[src/rtl/pic_priority_arbiter.sv]
// 8259-style interrupt arbiter: IRR/ISR bookkeeping, rotating priority,
// fully nested request resolution, acknowledge grant and EOI retirement.
module pic_priority_arbiter #(
  parameter logic [2:0] SPURIOUS_LEVEL = 3'd7
) (
  input  logic       clk,
  input  logic       reset,
  input  logic       init,
  input  logic [7:0] irq_in,
  input  logic       level_mode,
  input  logic [7:0] int_mask,
  input  logic       ack_latch,
  input  logic       ack_done,
  input  logic       auto_eoi,
  input  logic       eoi_nonspecific,
  input  logic       eoi_specific,
  input  logic [2:0] eoi_level,
  input  logic       rotate_on_eoi,
  input  logic       set_priority,
  input  logic [2:0] priority_level,
  output logic       int_req,
  output logic [7:0] irr,
  output logic [7:0] isr,
  output logic [7:0] highest_level_in_service,
  output logic [2:0] ack_level
);

  localparam int unsigned NUM_LEVELS = 8;
  localparam int unsigned LEVEL_W    = 3;

  typedef struct packed {
    logic               found;
    logic [LEVEL_W-1:0] level;
  } pick_t;

  // Highest set bit of vec in the order lowest+1 .. lowest (wrapping).
  function automatic pick_t pick_highest(input logic [NUM_LEVELS-1:0] vec,
                                         input logic [LEVEL_W-1:0]    lowest);
    pick_t              p;
    logic [LEVEL_W-1:0] idx;
    p = '0;
    for (int k = 1; k <= 8; k++) begin
      idx = LEVEL_W'(lowest + LEVEL_W'(k));
      if (vec[idx] && !p.found) begin
        p.found = 1'b1;
        p.level = idx;
      end
    end
    return p;
  endfunction

  // Rank 0 is the highest priority level, rank 7 is the lowest-priority pointer.
  function automatic logic [LEVEL_W-1:0] rank_of(input logic [LEVEL_W-1:0] level,
                                                 input logic [LEVEL_W-1:0] lowest);
    return LEVEL_W'(level - lowest - LEVEL_W'(1));
  endfunction

  logic [NUM_LEVELS-1:0] irq_prev;
  logic [LEVEL_W-1:0]    lp;
  logic                  ack_granted;

  logic [NUM_LEVELS-1:0] cand;
  pick_t                 pend;
  pick_t                 svc;
  logic [NUM_LEVELS-1:0] irr_n;
  logic [NUM_LEVELS-1:0] isr_n;
  logic [LEVEL_W-1:0]    lp_n;
  logic [LEVEL_W-1:0]    ack_level_n;
  logic                  ack_granted_n;
  logic                  int_req_n;

  // Priority resolution of pending requests and in-service levels.
  always_comb begin
    cand = irr & ~int_mask;
    pend = pick_highest(cand, lp);
    svc  = pick_highest(isr, lp);
  end

  // One-hot of the highest in-service level under the current rotation.
  always_comb begin
    highest_level_in_service = '0;
    if (svc.found) begin
      highest_level_in_service = NUM_LEVELS'(1) << svc.level;
    end
  end

  // Next-state for IRR, ISR, rotation pointer, grant record and INT request.
  always_comb begin
    if (level_mode) begin
      irr_n = irq_in;
    end else begin
      irr_n = (irr | (irq_in & ~irq_prev)) & irq_in;
    end
    isr_n         = isr;
    lp_n          = lp;
    ack_level_n   = ack_level;
    ack_granted_n = ack_granted;

    // End of acknowledge: optional automatic EOI of the granted level.
    if (ack_done) begin
      if (auto_eoi && ack_granted) begin
        isr_n[ack_level] = 1'b0;
        if (rotate_on_eoi) begin
          lp_n = ack_level;
        end
      end
      ack_granted_n = 1'b0;
    end

    // Explicit EOI; specific takes precedence over non-specific.
    if (eoi_specific) begin
      isr_n[eoi_level] = 1'b0;
      if (rotate_on_eoi) begin
        lp_n = eoi_level;
      end
    end else if (eoi_nonspecific && svc.found) begin
      isr_n[svc.level] = 1'b0;
      if (rotate_on_eoi) begin
        lp_n = svc.level;
      end
    end

    // Grant is applied after the clears so a same-bit set survives.
    if (ack_latch) begin
      if (pend.found) begin
        isr_n[pend.level] = 1'b1;
        irr_n[pend.level] = 1'b0;
        ack_level_n       = pend.level;
        ack_granted_n     = 1'b1;
      end else begin
        ack_level_n   = SPURIOUS_LEVEL;
        ack_granted_n = 1'b0;
      end
    end

    if (set_priority) begin
      lp_n = priority_level;
    end

    // Fully nested: only a strictly higher pending level interrupts service.
    int_req_n = pend.found &&
                (!svc.found || (rank_of(pend.level, lp) < rank_of(svc.level, lp)));
  end

  // State registers; init re-initialises exactly like reset.
  always_ff @(posedge clk) begin
    if (reset || init) begin
      irr         <= '0;
      isr         <= '0;
      lp          <= 3'd7;
      ack_level   <= '0;
      ack_granted <= 1'b0;
      int_req     <= 1'b0;
      irq_prev    <= '0;
    end else begin
      irr         <= irr_n;
      isr         <= isr_n;
      lp          <= lp_n;
      ack_level   <= ack_level_n;
      ack_granted <= ack_granted_n;
      int_req     <= int_req_n;
      irq_prev    <= irq_in;
    end
  end

endmodule

[config.mk]
export PLATFORM = sky130hd
export DESIGN_NAME = pic_priority_arbiter
export DESIGN_NICKNAME = d
export VERILOG_FILES = /design/src/rtl/pic_priority_arbiter.sv
export SDC_FILE = /design/constraint.sdc
export NUM_CORES = 1
export LEC_CHECK = 0
export CAP_MARGIN = 30
export CORE_ASPECT_RATIO = 1.1
export CORE_MARGIN = 2
export CORE_UTILIZATION = 49
export CTS_CLUSTER_SIZE = 12
export DETAILED_ROUTE_END_ITERATION = 7
export GPL_ROUTABILITY_DRIVEN = 1
export HOLD_SLACK_MARGIN = 0.05
export PLACE_DENSITY = 0.75
export SLEW_MARGIN = 25
export SYNTH_ARGS = -nofsm -noshare
export SYNTH_HDL_FRONTEND = slang
export SYNTH_SLANG_ARGS = --single-unit
[constraint.sdc]
create_clock -name clk -period 4.68 [get_ports clk]
set_clock_uncertainty 0.2 [all_clocks]
set_input_delay 0.702 -clock clk [delete_from_list [all_inputs] [get_ports clk]]
set_output_delay 0.702 -clock clk [all_outputs]
set_load 0.01 [all_outputs]
==> metrics.md <==
| Metric | Value |
|---|---|
| Async SR Flop Fraction | 0% |
| Core outline area | 7010 µm² |
| # IOs | 61 |
| Final Hold Viols | 0 |
| CP delay by family, top | simple AND/OR/NAND/NOR gates |
| Sequential fraction of the synthesis area | 18.1% |
| CTS tree | yes |
| Crit-path max cell delay | 0.52 ns |
| Int Power | 0.000640 W |
| WL per Instance | 20.1 µm |
| RSZ-0062 raised after global routing | true |
| Crit path cell chain | inv_2 -> ha_4 -> mux4_2 -> mux2_4 -> or4b_4 -> or2_4 -> o221a_4 -> o21ai_2 -> nor2_1 -> clkdlybuf4s50_1 |
| Fin area | 4710 µm² |
| Number of global-route vias before repair | 3638 |
| EDFF count, synth | 0 |
| Static Leakage | 1.93 nW |
| Largest net degree at the start of global routing | 26 |
| Post-DP Area | 4410 µm² |
| Grt total ovfl | 0 |
| Kind of critical path | reg -> out |
| Share of cells above drive strength 1 | 24.0% |
| DIE HEIGHT | 93.2 µm |
| Element type at the critical path start | register |
| Max clock buf depth | 2 |
| Hold Crit Depth | 1 |
| IO buf count | 60 |
| Seq cells post-synth | 32 |
| Min-delay worst type | reg -> reg |
| Clk pwr share | 26.7% |
| Buf/Inv on CP | 2 |
| Antenna-violating nets left | 0 |
| CTS clk-pin slew, worst paths | 0.07 ns |
| # rows | 32 |
| Peak VDD IR | 255 µV |
| Commonest non-fill, non-tap cell in the layout | clkdlybuf4s50_1 |
| Worst-Margin Slew | 0.685 ns |
| Worst path required time | 3.78 ns |
| Die W | 85.1 µm |
| CTS sink cnt | 32 |
| Fin crit period | 4.59 ns |
| Final wirelength | 11700 µm |
| Fmax | 218 MHz |
| First-pass GRT wire length | 18400 µm |
| WP data arrival | 3.69 ns |
| # DRC | 0 |
| Initial antenna violation count | 0 |
| Avg Cell Area, Syn | 8.76 µm² |
| GRT Overall Usage | 29.1% |
| Layout Nets | 535 |
| Dpl hpwl | 8850 µm |
| FF-to-FF path depth | 17 |
| RD Place Congestion | 0.972 |
| Tcrit/Tclk final | 98.1% |
| Max_slew headroom | 54.4% |
| Sw Ratio | 34.6% |
| Final setup viols | 0 |
| Syn_nets | 445 |
| H-tree depth | 2 |
| Ys Warns | 0 |
| Mapped Area | 3540 µm² |
| Clock Tree Root | clkbuf_8 |
| DRT Pass-1 Iters | 4 |
| Area growth, synth to finish | 33.0% |
| Die ar. | 7920 µm² |
| Worst skew pair latency | 0.29 ns |
| PwrDens | 208 nW/µm² |
| Most frequent cells in the layout | clkdlybuf4s50_1 (54), buf_4 (39), nor2_1 (34), dfxtp_1 (30), nand2_1 (27) |
| Comb pwr share | 42.5% |
| Via count | 3820 |
| Seq pwr share | 30.7% |
| Net switching power | 0.000338 W |
| Final slew viol count | 0 |
| Crit. End Element | primary output |
| Placed cells | 561 |
| # hold bufs at CTS | 0 |
| Final core occ | 67.2% |
| Critical path depth | 10 |
| Starting density of the core | 50.5% |
| Post-synth top flop | dfxtp_1 |
| CP Max Fanout | 8 |
| Max Cap Viol | 0 |
| CTS buffer count | 5 |
| Mapped Cells | 404 |
| Unique masters post-synth | 75 |
| Antenna Cells | 0 |
| Initial drt markers | 386 |
| Final Non-Filler Cells | 580 |
| Vias per std cell | 6.59 |
| CP max stage cell | mux4_2 |
| Status | finished, final reports clean |
## path summary, 6_finish.rpt
check	from	endpoint	slack (ns)
setup / recovery	lp[0]	highest_level_in_service[2]	0.09
hold / removal	irq_prev[5]	irr[5]	0.22
setup reg to reg	lp[0]	int_req	0.17
hold reg to reg	irq_prev[5]	irr[5]	0.22
## kinds of logic (layout without fill, tap and decap cells)
group                    count (synthesis)  count (layout)  synth area share (%)
AND/OR/NAND/NOR                        150             150                  23.1
AO/OA/AOI/OAI                          118             118                  25.6
multiplexers                            51              51                  23.5
buffers and inverters                   38             129                  4.70
flip-flops                              32              32                  18.1
adder cells (fa/ha/maj)                  8               8                  3.25
XOR/XNOR                                 7               7                  1.73
## routing by layer
| layer | GRT usage (%) | wire length [µm] | part of all wire [%] | vias to the layer above |
|---|---|---|---|---|
| met5 | 0 | 0 | 0 | - |
| met4 | 11.4 | 323 | 2.8 | 0 |
| met3 | 4.24 | 827 | 7.1 | 30 |
| met2 | 46.5 | 5600 | 48 | 183 |
| met1 | 39.8 | 4920 | 42 | 1843 |
| li1 | - | - | - | 1764 |
## final cells by class
type | instances | area [µm²]
Multi-Input combinational cell | 334 | 2830
Clock inverter | 2 | 35.0
Inverter | 18 | 67.6
Fill cell | 572 | 2300
Sequential cell | 32 | 643
Clock buffer | 6 | 72.6
Timing Repair Buffer | 103 | 957
Tap cell | 85 | 106
## synth_stat cells, drive strengths merged, types with 8 or more instances
cell     n  area share, %
o211ai   8            1.7
mux4    24             15
mux2i   16            4.5
inv     17            1.8
dfxtp   32             18
a211oi  10            2.6
nor2b   12            2.1
nor2    37            4.4
mux2    11            3.5
buf     10            1.7
o21ai   20            2.8
nand3    8            1.1
nand2   27            2.9
nor3    11            1.7
nand2b  15            2.7
a21oi   23            3.3
clkbuf  10            1.1
## per-stage QoR
stage	worst slack (ns)	total power (W)	setup TNS [ns]	hold slack, ns
floorplan	0.0215	0.000539	0	0.199
global placement	0.0924	0.000680	0	0.203
detailed placement	0.0220	0.000685	0	0.212
CTS	-0.0000631	0.000951	-0.0000631	0.222
global route	-0.0321	0.00102	-0.0380	0.234
finish	0.0881	0.000978	0	0.219
## sequential cells by signal (all words and copies together), names as in the netlist
register,cells
ack_granted,1
isr,8
int_req,1
irr,8
lp,3
irq_prev,8
ack_level,3
## power by group through the flow
stage               logic [W]  clock network, W  registers [W]
global route         0.000446          0.000275       0.000302
detailed placement   0.000380                 0       0.000305
CTS                  0.000390          0.000262       0.000299
global placement     0.000375                 0       0.000305
finish               0.000416          0.000261       0.000301
floorplan            0.000237                 0       0.000302
## repair_timing
| item | CTS | global route |
|---|---|---|
| pin swaps | 2 | 9 |
| setup endpoints to repair | 8 | 8 |
| buffers inserted | 4 | 7 |
| resized for setup | 6 | 26 |
| endpoints found under the hold margin | 0 | 0 |
Note: power is estimated with default switching activity, not from simulation.
